## config.mk

```make
export PLATFORM = sky130hd
export DESIGN_NAME = uart_tx
export DESIGN_NICKNAME = d
export VERILOG_FILES = /design/src/rtl/uart_tx_pkg.sv /design/src/rtl/uart_baud_cnt.sv /design/src/rtl/uart_tx.sv
export SDC_FILE = /design/constraint.sdc
export NUM_CORES = 1
export LEC_CHECK = 0
export ABC_AREA = 1
export ABC_CLOCK_PERIOD_IN_PS = 3700
export CAP_MARGIN = 25
export CORE_ASPECT_RATIO = 1.2
export CORE_MARGIN = 2
export CORE_UTILIZATION = 57
export DETAILED_ROUTE_END_ITERATION = 10
export PLACE_DENSITY = 0.79
export SYNTH_ARGS = -nofsm -noshare
export SYNTH_HDL_FRONTEND = slang
export SYNTH_SLANG_ARGS = --single-unit
```

## constraint.sdc

```tcl
create_clock -name clk -period 3.7 [get_ports clk]
set_clock_uncertainty 0.1 [all_clocks]
set_input_delay 0.74 -clock clk [delete_from_list [all_inputs] [get_ports clk]]
set_output_delay 0.74 -clock clk [all_outputs]
set_load 0.05 [all_outputs]
```

## src/rtl/uart_tx_pkg.sv

```systemverilog
// Shared UART definitions, imported by both the RX and TX blocks.
//   - uart_state_e         : frame FSM state encodings
//   - DEFAULT_CLKS_PER_BIT : baud divisor for 115200 baud from a 100 MHz clock
package uart_tx_pkg;

  localparam int DEFAULT_CLKS_PER_BIT = 868;

  typedef enum logic [2:0] {
    IDLE   = 3'd0,
    START  = 3'd1,
    DATA   = 3'd2,
    PARITY = 3'd3,
    STOP   = 3'd4
  } uart_state_e;

endpackage

```

## src/rtl/uart_baud_cnt.sv

```systemverilog
// Baud divider: counts 0..CLKS_PER_BIT-1 and wraps; tick marks the last
// cycle of each bit period.
// Ports:
//   clk  - system clock, rising edge
//   rst  - asynchronous active-high reset
//   clr  - synchronous clear, holds the count at 0
//   tick - high during the final cycle of a bit period
module uart_baud_cnt
  import uart_tx_pkg::*;
#(
  parameter int CLKS_PER_BIT = DEFAULT_CLKS_PER_BIT
) (
  input  logic clk,
  input  logic rst,
  input  logic clr,
  output logic tick
);

  localparam int CW = $clog2(CLKS_PER_BIT);
  localparam logic [CW-1:0] LAST = CW'(CLKS_PER_BIT - 1);

  logic [CW-1:0] cnt;

  assign tick = (cnt == LAST);

  always_ff @(posedge clk or posedge rst) begin
    if (rst)              cnt <= '0;
    else if (clr || tick) cnt <= '0;
    else                  cnt <= cnt + 1'b1;
  end

endmodule

```

## src/rtl/uart_tx.sv

```systemverilog
// UART transmitter: start bit, DATA_BITS data bits LSB first, optional
// parity bit, STOP_BITS stop bits. Each bit lasts CLKS_PER_BIT clocks.
// Ports:
//   clk          - system clock, rising edge
//   rst          - asynchronous active-high reset
//   tx_start     - one-cycle send request (ignored while busy)
//   tx_data      - payload, captured when tx_start is accepted
//   tx           - registered serial line, idle high
//   tx_busy      - high while a frame is in progress
//   tx_done_tick - one-cycle pulse at the end of the last stop bit
module uart_tx
  import uart_tx_pkg::*;
#(
  parameter int DATA_BITS    = 8,
  parameter int CLKS_PER_BIT = DEFAULT_CLKS_PER_BIT,
  parameter int PARITY_EN    = 0,
  parameter int PARITY_ODD   = 0,
  parameter int STOP_BITS    = 1
) (
  input  logic                 clk,
  input  logic                 rst,
  input  logic                 tx_start,
  input  logic [DATA_BITS-1:0] tx_data,
  output logic                 tx,
  output logic                 tx_busy,
  output logic                 tx_done_tick
);

  localparam int            BW         = $clog2(DATA_BITS);
  localparam logic [BW-1:0] LAST_DATA  = BW'(DATA_BITS - 1);
  localparam logic [BW-1:0] LAST_STOP  = BW'(STOP_BITS - 1);
  localparam bit            HAS_PARITY = (PARITY_EN != 0);
  localparam logic          ODD        = logic'(PARITY_ODD != 0);

  uart_state_e          state;
  logic [DATA_BITS-1:0] shreg;
  logic [BW-1:0]        bit_cnt;   // data bit index, reused as stop bit index
  logic                 par_bit;
  logic                 tick;

  // Hold the divider at 0 while idle so the start bit gets a full period
  // counted from the accepting edge.
  uart_baud_cnt #(
    .CLKS_PER_BIT(CLKS_PER_BIT)
  ) u_baud (
    .clk (clk),
    .rst (rst),
    .clr (state == IDLE),
    .tick(tick)
  );

  always_ff @(posedge clk or posedge rst) begin
    if (rst) begin
      state        <= IDLE;
      shreg        <= '0;
      bit_cnt      <= '0;
      par_bit      <= 1'b0;
      tx           <= 1'b1;
      tx_busy      <= 1'b0;
      tx_done_tick <= 1'b0;
    end else begin
      tx_done_tick <= 1'b0;
      case (state)
        IDLE: begin
          // The done-tick cycle still counts as busy for request purposes.
          if (tx_start && !tx_done_tick) begin
            shreg   <= tx_data;
            bit_cnt <= '0;
            tx      <= 1'b0;
            tx_busy <= 1'b1;
            state   <= START;
          end
        end
        START: begin
          if (tick) begin
            // Shift register is still full here: take parity from it.
            par_bit <= (^shreg) ^ ODD;
            tx      <= shreg[0];
            shreg   <= shreg >> 1;
            state   <= DATA;
          end
        end
        DATA: begin
          if (tick) begin
            if (bit_cnt == LAST_DATA) begin
              bit_cnt <= '0;
              if (HAS_PARITY) begin
                tx    <= par_bit;
                state <= PARITY;
              end else begin
                tx    <= 1'b1;
                state <= STOP;
              end
            end else begin
              bit_cnt <= bit_cnt + 1'b1;
              tx      <= shreg[0];
              shreg   <= shreg >> 1;
            end
          end
        end
        PARITY: begin
          if (tick) begin
            tx    <= 1'b1;
            state <= STOP;
          end
        end
        STOP: begin
          if (tick) begin
            if (bit_cnt == LAST_STOP) begin
              bit_cnt      <= '0;
              tx_busy      <= 1'b0;
              tx_done_tick <= 1'b1;
              state        <= IDLE;
            end else begin
              bit_cnt <= bit_cnt + 1'b1;
            end
          end
        end
        default: begin
          tx      <= 1'b1;
          tx_busy <= 1'b0;
          state   <= IDLE;
        end
      endcase
    end
  end

endmodule

```

; Word level (Yosys, flattened, before mapping)
; Cells that the tools add are included.
[totals]
mem_bits_rw = 0
output_inout_bits = 3
memories = 0
ff_bits = 27
romBits = 0
inputBits = 11
word_cells = 71
latch_bits = 0
[op_classes]
order_cmp = 0
n_mux = 33
div = 0
bitwise = 2
n_shift = 0
n_eq_ne = 14
n_mul = 0
add_sub_neg = 2
n_reduce_logical = 13
[ops]
columns = operator, n
row1 = 3-bit 2-to-1 mux, 12
row2 = 8-bit 2-to-1 mux, 4
row3 = 8-bit case mux with 3 select lines, 1
row4 = 3-bit case mux with 5 select lines, 1
row5 = 1-bit 2-to-1 mux, 11
row6 = 10-bit by 1-bit adder with 10-bit output (second input constant), 1
row7 = 10-bit == test (second input constant), 1
row8 = 10-bit 2-to-1 mux, 1
row9 = 5-bit AND reduction, 2
row10 = 3-bit case mux with 3 select lines, 1
row11 = 2-bit by 1-bit inequality test with 1-bit output (second input constant), 4
row12 = 2-bit inequality test (second input constant), 4
row13 = 4-bit AND reduction, 2
row14 = 7-bit AND reduction, 1
row15 = 3-bit by 2-bit == test with 1-bit output (second input constant), 2
row16 = 3-bit == test (second input constant), 2
row17 = 3-bit logical NOT, 2
row18 = 3-bit nonzero test, 2
row19 = 1-bit case mux with 5 select lines, 1
row20 = 3-bit by 1-bit adder with 3-bit output (second input constant), 1
row21 = 3-bit by 1-bit == test with 1-bit output (second input constant), 1
row22 = 1-bit case mux with 3 select lines, 1
row23 = 3-bit OR reduction, 1
row24 = 1-bit inverter, 2
row25 = 3 further kinds, 3

; Depth between registers and ports, before layout
; Gate-level depths: netlist of run 1.
[depth]
word_depth = 4
depth_mapped = 9
depth_no_buf = 9

; Modules after synthesis
; Synthesis of run 1 repeated with hierarchy kept, for this count alone.
[unflattened]
cells_unflattened = 226
area_unflattened_um2 = 1726.7
[by_module_without_submodules]
columns = mod, area_each_um2, seq_area_each_um2, cells_each, instances
row1 = uart_tx, 1138.6, 426.7, 153, 1
row2 = uart_baud_cnt, 588.1, 250.2, 73, 1

; Least setup slack after synthesis of run 1
; OpenSTA, ideal clock, no wires.
[synth_timing]
path_kind = reg2reg
start = register bit_cnt[0]
end = register shreg[0]
path_buffers = 0
required_ps = 3483
path_stages_with_launch = 9
setup_slack_ps = 2039
period_less_slack_ps = 1661
setup_time_ps = 117
arrival_time_ps = 1444
path_cell_list = dfrtp_1 ha_1 ha_1 o21ai_0 nand2_1 a21oi_4 nand2_2 nand2_1 nand2_1
[synth_between]
elab_chain_len = 3
[synth_lines]
columns = item, line
row1 = from (decl), uart_tx.sv:37  ; logic [BW-1:0] bit_cnt;
row2 = from (signal assigned), uart_tx.sv:95  ; bit_cnt <= bit_cnt + 1'b1;
row3 = from (signal assigned), uart_tx.sv:115  ; bit_cnt <= bit_cnt + 1'b1;
row4 = 3-bit == test, uart_tx.sv:85  ; if (bit_cnt == LAST_DATA) begin
row5 = 2-bit inequality test (no line), n/a
row6 = 5-bit AND reduction (no line), n/a
row7 = to (signal assigned), uart_tx.sv:67  ; shreg <= tx_data;
row8 = to (signal assigned), uart_tx.sv:79  ; shreg <= shreg >> 1;
row9 = to (signal assigned), uart_tx.sv:97  ; shreg <= shreg >> 1;
row10 = to (decl), uart_tx.sv:36  ; logic [DATA_BITS-1:0] shreg;
; No other way between the ends.
; A chain may end at the register's enable or synchronous reset.

; Worst setup path in the final report of run 1
[layout_timing]
start = register tx
end = output port tx
[layout_rtl]
columns = item, line
row1 = from (decl), uart_tx.sv:24  ; output logic tx,
row2 = from (signal assigned), uart_tx.sv:78  ; tx <= shreg[0];
row3 = from (signal assigned), uart_tx.sv:88  ; tx <= par_bit;
row4 = from (signal assigned), uart_tx.sv:96  ; tx <= shreg[0];
; No word-level cell between the ends.

==> impl_metrics.env, run 1 <==
export IMPL_outcome="finished, final reports clean"
export IMPL_cellLeakagePower_nw=0.8639
export IMPL_required_ps=2860
export IMPL_cts_buffers=3
export IMPL_fp_row_count=20
export IMPL_synth_top_cell_by_area="dfrtp_1"
export IMPL_cap_violations=0
export IMPL_ys_types=28
export IMPL_die_y_um=60.57
export IMPL_ys_seq_area_share_pct=44.53
export IMPL_cp_num_buf_inv=1
export IMPL_nNetsFinal=227
export IMPL_avgRoutedWirePerCell_um=12.10
export IMPL_worstSetupPathType="flop to output pin"
export IMPL_cp_num_cells=1
export IMPL_critPathTopFamily="buffers and inverters"
export IMPL_yosys_top_cells_area="dfrtp_1, nand2_1, nand3_1"
export IMPL_via_per_inst=5.361
export IMPL_yosysMostFrequentCell="nand2_1"
export IMPL_drt_first_pass_iters=5
export IMPL_period_share_pct=68.19
export IMPL_synthCells=194
export IMPL_hold_depth=2
export IMPL_synth_area_um2=1520
export IMPL_worst_pin_slew_ps=531.5
export IMPL_critPathCaptureType="output pin"
export IMPL_start_util_pct=60.15
export IMPL_fin_crit_ps=2523
export IMPL_hold_path_class="flop to flop"
export IMPL_diodes=0
export IMPL_fin_tns_setup_ps=0
export IMPL_core_um2=2527
export IMPL_cp_arrival_ps=1680
export IMPL_critPathSlowestCell="clkdlybuf4s50_1"
export IMPL_drtIter0Drc=30
export IMPL_synth_nets=209
export IMPL_grt_pass1_vias=1206
export IMPL_synth_commonest_cells="nand2_1, dfrtp_1, nand3_1, nor2_1, inv_1"
export IMPL_synth_ff_type="dfrtp_1"
export IMPL_r2r_setup_slack_ps=1760
export IMPL_dieArea_um2=3098
export IMPL_hold_viol_final=0
export IMPL_drive_above_1_share_pct=11.37
export IMPL_critPathLaunchType="flop"
export IMPL_yosysWarnings=0
export IMPL_clkLatencyLatePin_ps=340
export IMPL_chipWidth_um=51.15
export IMPL_path_max_fanout=2
export IMPL_ir_drop_v=0.0005002
export IMPL_rsz0062_at_grt="no"
export IMPL_rr_startpoint="u_baud.cnt[0]$_DFF_PP0_"
export IMPL_vias=1308
export IMPL_routed_wirelength_um=2953
export IMPL_cts_hold_fix_buffers=0
export IMPL_yosys_register_bits=27
export IMPL_yosysTopAreaCellShare_pct=42.80
export IMPL_critPathMaxStageDelay_ps=790
export IMPL_postCtsSetupRepairBufs=0
export IMPL_synthToLayoutAreaGrowth_pct=14.32
export IMPL_fin_util_pct=68.76
export IMPL_pwr_density_cell_nw_per_um2=727.6
export IMPL_drc_errors=0
export IMPL_track_usage_pct=20.76
export IMPL_cts_resized=0
export IMPL_cts_tree="yes"
export IMPL_synth_edf_count=0
export IMPL_ctsRootBufferMaster="clkbuf_4"
export IMPL_cts_sinks=27
export IMPL_h_tree_depth=1
export IMPL_slew_headroom_pct=64.53
export IMPL_rr_endpoint="shreg[3]$_DFFE_PP0P_"
export IMPL_antenna_found_initial=0
export IMPL_syn_area_per_cell_um2=7.836
export IMPL_drv_slew=0
export IMPL_port_buffers=13
export IMPL_ant_nets=0
export IMPL_io_pins=14
export IMPL_hpwl_um=2207
export IMPL_grt_overflow=0
export IMPL_grt_pass1_wl_um=4892
export IMPL_reg2reg_depth=8
export IMPL_clockBufferDepth=2
export IMPL_synthArstFlopShare_pct=100.0
export IMPL_grt_max_degree=28
export IMPL_cp_endpoint="tx"
export IMPL_crit_start="tx$_DFFE_PP1P_"
export IMPL_finalSetupViolCount=0
export IMPL_fmax_mhz=396.4
export IMPL_crit_chain="clkdlybuf4s50_1"
export IMPL_place_gp_congestion=0.9107
export IMPL_clk_pin_slew_ps=150
-- state kept, by name, summed over array words and instances, names as in the netlist --
register / flops
tx: 1
tx_busy: 1
tx_done_tick: 1
shreg: 8
bit_cnt: 3
u_baud.cnt: 10
state: 3
-- power breakdown --
part           total (mW)  switching [mW]  leakage, nW  internal (mW)
combinational       0.665           0.439        0.498          0.226
sequential          0.463          0.0745        0.352          0.389
clock               0.136          0.0949       0.0139         0.0415
total                1.26           0.608        0.864          0.656
-- worst min-delay path by stage --
stage                             from                      end
2_1_floorplan  u_baud.cnt[0]$_DFF_PP0_  u_baud.cnt[0]$_DFF_PP0_
3_3_place_gp   u_baud.cnt[0]$_DFF_PP0_  u_baud.cnt[0]$_DFF_PP0_
3_5_place_dp      shreg[4]$_DFFE_PP0P_     shreg[4]$_DFFE_PP0P_
4_1_cts                 tx$_DFFE_PP1P_           tx$_DFFE_PP1P_
5_1_grt           shreg[4]$_DFFE_PP0P_     shreg[4]$_DFFE_PP0P_
6_report                tx$_DFFE_PP1P_           tx$_DFFE_PP1P_
-- through the flow --
| stage | hold slack [ps] | worst slack (ps) | std cells | cell area, um^2 | total power [mW] |
|---|---|---|---|---|---|
| 2_1_floorplan | 332.9 | 2039 | 194 | 1520 | 0.9931 |
| 5_1_grt | 411.9 | 1145 | 244 | 1738 | 1.375 |
| 3_5_place_dp | 362.7 | 1547 | 239 | 1680 | 1.131 |
| 3_3_place_gp | 348.3 | 1558 | 239 | 1680 | 1.107 |
| 4_1_cts | 386.3 | 1167 | 243 | 1710 | 1.266 |
| 6_report | 383.8 | 1177 | 244 | 1738 | 1.264 |
-- area by class of cell --
cell class	count	area [um^2]
Sequential cell	27	676.9
Inverter	22	82.58
Clock inverter	1	7.507
Multi-Input combinational cell	144	749.5
Timing Repair Buffer	14	157.7
Clock buffer	3	22.52
Fill cell	214	789.5
Tap cell	33	41.29
-- layer usage --
layer  part of all wire, %  track usage (%)  routed length [um]
met2                    52            36.92                1544
met3                   3.4            3.448                 101
met5                     0                0                   0
met4                   1.3            7.336                  39
met1                    43            25.60                1267
-- cell usage in the layout (no fill, tap or decap), types with 3 or more instances in the layout --
cell,count
nand2_1,64
dfrtp_1,26
nand3_1,21
nor2_1,18
inv_1,16
clkdlybuf4s50_1,13
nor3_1,7
inv_2,6
a21oi_1,5
ha_1,4
nand4_1,3
nor3b_1,3
clkbuf_4,3
-- cells by family after synthesis --
kind of cell	synth area share (%)
compound gates	6.584
flops	44.53
simple gates	38.85
xor+xnor	0.5762
buf+inv	6.173
fa+ha+maj	3.292
(Power assumes the default switching activity.)
==> inputs of run 2 (changes only) <==
--- a/config.mk
+++ b/config.mk
@@ -6,13 +6,13 @@
 export NUM_CORES = 1
 export LEC_CHECK = 0
 export ABC_AREA = 1
-export ABC_CLOCK_PERIOD_IN_PS = 3700
+export ABC_CLOCK_PERIOD_IN_PS = 2300
 export CAP_MARGIN = 25
 export CORE_ASPECT_RATIO = 1.2
 export CORE_MARGIN = 2
-export CORE_UTILIZATION = 57
+export CORE_UTILIZATION = 51
 export DETAILED_ROUTE_END_ITERATION = 10
-export PLACE_DENSITY = 0.79
+export PLACE_DENSITY = 0.75
 export SYNTH_ARGS = -nofsm -noshare
 export SYNTH_HDL_FRONTEND = slang
 export SYNTH_SLANG_ARGS = --single-unit
==> constraint.sdc (replaced) <==
create_clock -name clk -period 2.3 [get_ports clk]
set_clock_uncertainty 0.1 [all_clocks]
set_input_delay 0.46 -clock clk [delete_from_list [all_inputs] [get_ports clk]]
set_output_delay 0.46 -clock clk [all_outputs]
set_load 0.05 [all_outputs]
==> impl_metrics.env, run 2 (same netlist as run 1, synthesis figures left out) <==
export IMPL_regMostFlops="u_baud.cnt"
export IMPL_cp_num_cells=1
export IMPL_diodes=0
export IMPL_fmax_mhz=444.8
export IMPL_largestRegisters="u_baud.cnt: 10 flops, shreg: 8 flops"
export IMPL_clkLatencyLatePin_ps=330
export IMPL_m1WireLength_um=1313
export IMPL_dr_max_layer_used="met4"
export IMPL_cts_sinks=27
export IMPL_postCtsSetupRepairBufs=0
export IMPL_fin_ws_ps=51.74
export IMPL_start_util_pct=54.07
export IMPL_ant_nets=0
export IMPL_ctsRootBufferMaster="clkbuf_4"
export IMPL_critPathLaunchType="flop"
export IMPL_hold_viol_final=0
export IMPL_num_fill_cells=249
export IMPL_largest_reg_flops=10
export IMPL_hold_path_class="input pin to async pin"
export IMPL_critPathMaxStageDelay_ps=800
export IMPL_reg2reg_depth=8
export IMPL_place_gp_congestion=0.7890
export IMPL_outcome="finished, final reports clean"
export IMPL_track_usage_pct=21.40
export IMPL_worstSetupPathType="flop to output pin"
export IMPL_grt_max_degree=16
export IMPL_clk_pin_slew_ps=140
export IMPL_multiInputGateArea_um2=749.5
export IMPL_grt_pass1_wl_um=5492
export IMPL_fin_tns_setup_ps=0
export IMPL_path_max_fanout=2
export IMPL_place_ws_ps=353.9
export IMPL_critPathTopFamily="buffers and inverters"
export IMPL_via_per_inst=5.355
export IMPL_crit_chain="clkdlybuf4s50_1"
export IMPL_fin_total_pwr_mw=2.039
export IMPL_nNetsFinal=227
export IMPL_finalSetupViolCount=0
export IMPL_io_pins=14
export IMPL_drv_slew=0
export IMPL_drc_errors=0
export IMPL_cp_arrival_ps=1690
export IMPL_drt_first_pass_iters=5
export IMPL_antenna_found_initial=0
export IMPL_grt_overflow=0
export IMPL_port_buffers=13
export IMPL_cp_num_buf_inv=1
export IMPL_drtIter0Drc=33
export IMPL_period_share_pct=97.75
export IMPL_cts_buffers=3
export IMPL_required_ps=1740
export IMPL_cellLeakagePower_nw=0.8616
export IMPL_chipWidth_um=53.84
export IMPL_core_um2=2811
export IMPL_fin_crit_ps=2248
export IMPL_synthToLayoutAreaGrowth_pct=13.66
export IMPL_slew_headroom_pct=63.13
export IMPL_route_met2_wl_um=1663
export IMPL_avgRoutedWirePerCell_um=12.74
export IMPL_cts_resized=0
export IMPL_vias=1312
export IMPL_drive_above_1_share_pct=10.90
export IMPL_h_tree_depth=1
export IMPL_met3_length_um=68
export IMPL_fin_util_pct=61.46
export IMPL_critPathCaptureType="output pin"
export IMPL_cts_hold_fix_buffers=0
export IMPL_clockBufferDepth=2
export IMPL_regArea_um2=676.9
export IMPL_routed_wirelength_um=3122
export IMPL_pwr_density_cell_nw_per_um2=1180
export IMPL_rr_endpoint="shreg[1]$_DFFE_PP0P_"
export IMPL_rsz0062_at_grt="no"
export IMPL_dieArea_um2=3435
export IMPL_layout_commonest_cell="nand2_1"
export IMPL_final_cell_mix="nand2_1, dfrtp_1, nand3_1, nor2_1, inv_1"
export IMPL_critPathSlowestCell="clkdlybuf4s50_1"
export IMPL_worst_pin_slew_ps=552.5
export IMPL_rr_startpoint="u_baud.cnt[0]$_DFF_PP0_"
export IMPL_place_inst=241
export IMPL_grt_pass1_vias=1304
export IMPL_hpwl_um=2425
export IMPL_cap_violations=0
export IMPL_cts_tree="yes"
export IMPL_die_y_um=63.81
export IMPL_r2r_setup_slack_ps=330
export IMPL_ir_drop_v=0.0007650
export IMPL_final_cells=245
export IMPL_fp_row_count=21
-- run 2: metrics by stage --
| stage | area [um^2] | hold WS (ps) |
|---|---|---|
| 3_5_place_dp | 1702 | 359.2 |
| 6_report | 1728 | 365.4 |
| 4_1_cts | 1728 | 381.1 |
| 2_1_floorplan | 1520 | 332.9 |
| 5_1_grt | 1728 | 405.6 |
| 3_3_place_gp | 1702 | 346.2 |
-- run 2: final cells by class --
| type | instances | share of cell area [%] |
|---|---|---|
| sequential | 27 | 39.17 |
| clock buffer | 4 | 1.521 |
| timing repair buffer | 14 | 8.689 |
| multi-input combinational | 144 | 43.37 |
| inverter | 22 | 4.779 |
| tap | 34 | 2.462 |
-- run 2: worst max-delay path by stage --
stage                            start                   end  slack, ps
3_5_place_dp   u_baud.cnt[0]$_DFF_PP0_  shreg[6]$_DFFE_PP0P_        350
3_3_place_gp            tx$_DFFE_PP1P_                    tx        420
5_1_grt                 tx$_DFFE_PP1P_                    tx         10
4_1_cts                 tx$_DFFE_PP1P_                    tx         40
6_report                tx$_DFFE_PP1P_                    tx         50
2_1_floorplan   bit_cnt[0]$_DFFE_PP0P_  shreg[0]$_DFFE_PP0P_        640
-- run 2: power breakdown --
part	switching [mW]	internal, mW
combinational	0.719	0.363
clock	0.141	0.0682
sequential	0.121	0.626
total	0.981	1.06
-- run 2: routing by layer --
metal | up-vias | global-route usage [%]
li1 | 658 | -
met1 | 618 | 24.07
met2 | 26 | 38.26
met3 | 10 | 2.336
met4 | 0 | 10.26
met5 | - | 0
==> inputs of run 3 (changes only) <==
--- a/config.mk
+++ b/config.mk
@@ -10,9 +10,11 @@
 export CAP_MARGIN = 25
 export CORE_ASPECT_RATIO = 1.2
 export CORE_MARGIN = 2
-export CORE_UTILIZATION = 51
+export CORE_UTILIZATION = 52
 export DETAILED_ROUTE_END_ITERATION = 10
 export PLACE_DENSITY = 0.75
+export RECOVER_POWER = 50
 export SYNTH_ARGS = -nofsm -noshare
 export SYNTH_HDL_FRONTEND = slang
+export SYNTH_HIERARCHICAL = 1
 export SYNTH_SLANG_ARGS = --single-unit
==> impl_metrics.env, run 3 <==
export IMPL_outcome="finished, final reports clean"
export IMPL_yosysWarnings=6
export IMPL_chipWidth_um=56.61
export IMPL_synth_area_um2=1727
export IMPL_synthArstFlopShare_pct=100.0
export IMPL_cts_buffers=3
export IMPL_cellLeakagePower_nw=0.9291
export IMPL_via_per_inst=5.112
export IMPL_synth_compound_area_share_pct=7.174
export IMPL_fp_row_count=22
export IMPL_antenna_found_initial=0
export IMPL_yosys_register_bits=27
export IMPL_netSwitchingFraction_pct=22.85
export IMPL_clkLatencyLatePin_ps=340
export IMPL_cts_sinks=27
export IMPL_fin_crit_ps=2247
export IMPL_drive_above_1_share_pct=13.75
export IMPL_hpwl_um=2458
export IMPL_worst_pin_slew_ps=920.7
export IMPL_critPathSlowestCell="clkdlybuf4s50_1"
export IMPL_synth_top_family_by_area="simple AND/OR/NAND/NOR gates"
export IMPL_synth_edf_count=0
export IMPL_min_delay_start="tx_busy$_DFFE_PP0P_"
export IMPL_cts_hold_fix_buffers=0
export IMPL_routed_wirelength_um=3216
export IMPL_drt_first_pass_iters=4
export IMPL_r2r_setup_slack_ps=310
export IMPL_hold_depth=2
export IMPL_h_tree_depth=1
export IMPL_place_gp_congestion=0.8228
export IMPL_synth_nets=241
export IMPL_drv_slew=0
export IMPL_ys_types=26
export IMPL_pwr_share_comb_pct=4.8
export IMPL_num_fill_cells=301
export IMPL_avgRoutedWirePerCell_um=11.65
export IMPL_drc_errors=0
export IMPL_synth_xor_area_share_pct=2.029
export IMPL_ant_nets=0
export IMPL_required_ps=1740
export IMPL_yosysTopAreaCellShare_pct=37.68
export IMPL_nNetsFinal=256
export IMPL_largest_reg_flops=10
export IMPL_port_buffers=13
export IMPL_worstSetupPathType="flop to output pin"
export IMPL_slew_headroom_pct=38.62
export IMPL_start_util_pct=55.51
export IMPL_io_pins=14
export IMPL_rr_startpoint="u_baud/cnt[1]$_DFF_PP0_"
export IMPL_diodes=0
export IMPL_rr_endpoint="shreg[4]$_DFFE_PP0P_"
export IMPL_synth_commonest_cells="nand2_1, dfrtp_1, nor2_1, inv_1"
export IMPL_rsz0062_at_grt="no"
export IMPL_regMostFlops="u_baud/cnt"
export IMPL_cp_arrival_ps=1690
export IMPL_synth_top_cell_by_area="dfrtp_1"
export IMPL_vias=1411
export IMPL_critPathLaunchType="flop"
export IMPL_yosys_area_share_simple_pct=40.72
export IMPL_grt_pass1_vias=1414
export IMPL_cts_tree="yes"
export IMPL_clk_pin_slew_ps=140
export IMPL_final_cell_mix="nand2_1, dfrtp_1, nor2_1, inv_1, clkdlybuf4s50_1"
export IMPL_core_um2=3110
export IMPL_clockBufferDepth=2
export IMPL_pwr_density_cell_nw_per_um2=385.1
export IMPL_whs_ps=397.7
export IMPL_muxShareOfSynthArea_pct=0
export IMPL_period_share_pct=97.69
export IMPL_regArea_um2=678.2
export IMPL_syn_area_per_cell_um2=7.640
export IMPL_die_y_um=67.13
export IMPL_cap_violations=0
export IMPL_hold_path_class="flop to flop"
export IMPL_yosys_top_cells_area="dfrtp_1, nand2_1, nor2_1"
export IMPL_layout_commonest_cell="nand2_1"
export IMPL_fin_tns_setup_ps=0
export IMPL_pwr_share_clk_pct=29.7
export IMPL_critPathCaptureType="output pin"
export IMPL_reg2reg_depth=11
export IMPL_drtIter0Drc=64
export IMPL_ctsRootBufferMaster="clkbuf_4"
export IMPL_fmax_mhz=445.1
export IMPL_ir_drop_v=0.0003580
export IMPL_hold_path_endpoint="tx_busy$_DFFE_PP0P_"
export IMPL_dieArea_um2=3800
export IMPL_path_max_fanout=2
export IMPL_p_seq_share_pct=65.5
export IMPL_grt_pass1_wl_um=5961
export IMPL_fin_util_pct=60.58
export IMPL_synthAdderAreaFrac_pct=2.899
export IMPL_cp_num_buf_inv=1
export IMPL_synthToLayoutAreaGrowth_pct=9.131
export IMPL_yosysMostFrequentCell="nand2_1"
export IMPL_track_usage_pct=19.96
export IMPL_multiInputGateArea_um2=904.6
export IMPL_critPathMaxStageDelay_ps=800
export IMPL_crit_chain="clkdlybuf4s50_1"
export IMPL_grt_overflow=0
export IMPL_synthCells=226
export IMPL_p_int_mw=0.5598
export IMPL_hold_viol_final=0
export IMPL_ys_seq_area_share_pct=39.20
export IMPL_synth_ff_type="dfrtp_1"
export IMPL_postCtsSetupRepairBufs=0
export IMPL_grt_max_degree=18
export IMPL_finalSetupViolCount=0
export IMPL_critPathTopFamily="buffers and inverters"
export IMPL_largestRegisters="u_baud/cnt: 10 flops, shreg: 8 flops"
export IMPL_p_switching_mw=0.1658
-- run 3: area by class of cell --
class,instances,share of cell area (%)
multi-input combinational,171,48.01
sequential,27,35.99
timing repair buffer,14,7.105
inverter,24,4.914
tap,36,2.390
clock buffer,3,1.195
clock inverter,1,0.3984
-- run 3: power by group through the flow --
stage | Combinational (mW) | Clock, mW | Sequential (mW)
CTS | 0.0376 | 0.228 | 0.475
floorplan | 0.0146 | 0 | 0.484
global placement | 0.0370 | 0 | 0.484
global route | 0.0403 | 0.248 | 0.475
finish | 0.0348 | 0.216 | 0.475
detailed placement | 0.0373 | 0 | 0.484
-- run 3: cells by family (layout without fill, tap and decap cells) --
| family | Yosys count | in the layout |
|---|---|---|
| simple gates | 139 | 139 |
| xor+xnor | 4 | 4 |
| fa+ha+maj | 4 | 4 |
| compound gates | 24 | 24 |
| flops | 27 | 27 |
| buf+inv | 28 | 42 |
-- run 3: what timing repair did --
item | CTS | global route
hold endpoints to repair | 0 | 0
resized for setup | 0 | 1
endpoints found under the setup margin | 0 | 1
-- run 3: worst max path at each step --
stage                            start              endpoint  slack, ps  cells past startpoint
2_1_floorplan  u_baud/cnt[0]$_DFF_PP0_  shreg[0]$_DFFE_PP0P_        450                     11
3_3_place_gp   u_baud/cnt[0]$_DFF_PP0_  shreg[6]$_DFFE_PP0P_        340                     11
3_5_place_dp   u_baud/cnt[0]$_DFF_PP0_  shreg[4]$_DFFE_PP0P_        260                     11
4_1_cts                 tx$_DFFE_PP1P_                    tx         40                      1
5_1_grt                 tx$_DFFE_PP1P_                    tx          1                      1
6_report                tx$_DFFE_PP1P_                    tx         50                      1
-- run 3: per-stage QoR --
step           cell area [um^2]  cells  power, mW  setup slack (ps)
3_5_place_dp               1864    272     0.5210             260.6
3_3_place_gp               1864    272     0.5207             338.9
6_report                   1884    276     0.7256             53.10
2_1_floorplan              1727    226     0.4983             454.6
5_1_grt                    1884    276     0.7636             1.200
4_1_cts                    1894    276     0.7408             36.13
-- run 3: layer usage --
metal,vias to the layer above,wire length [um],GRT usage [%]
met2,19,1586,35.76
met5,-,0,0
met1,647,1497,24.21
met4,0,69,9.226
met3,5,63,1.748
li1,740,-,-
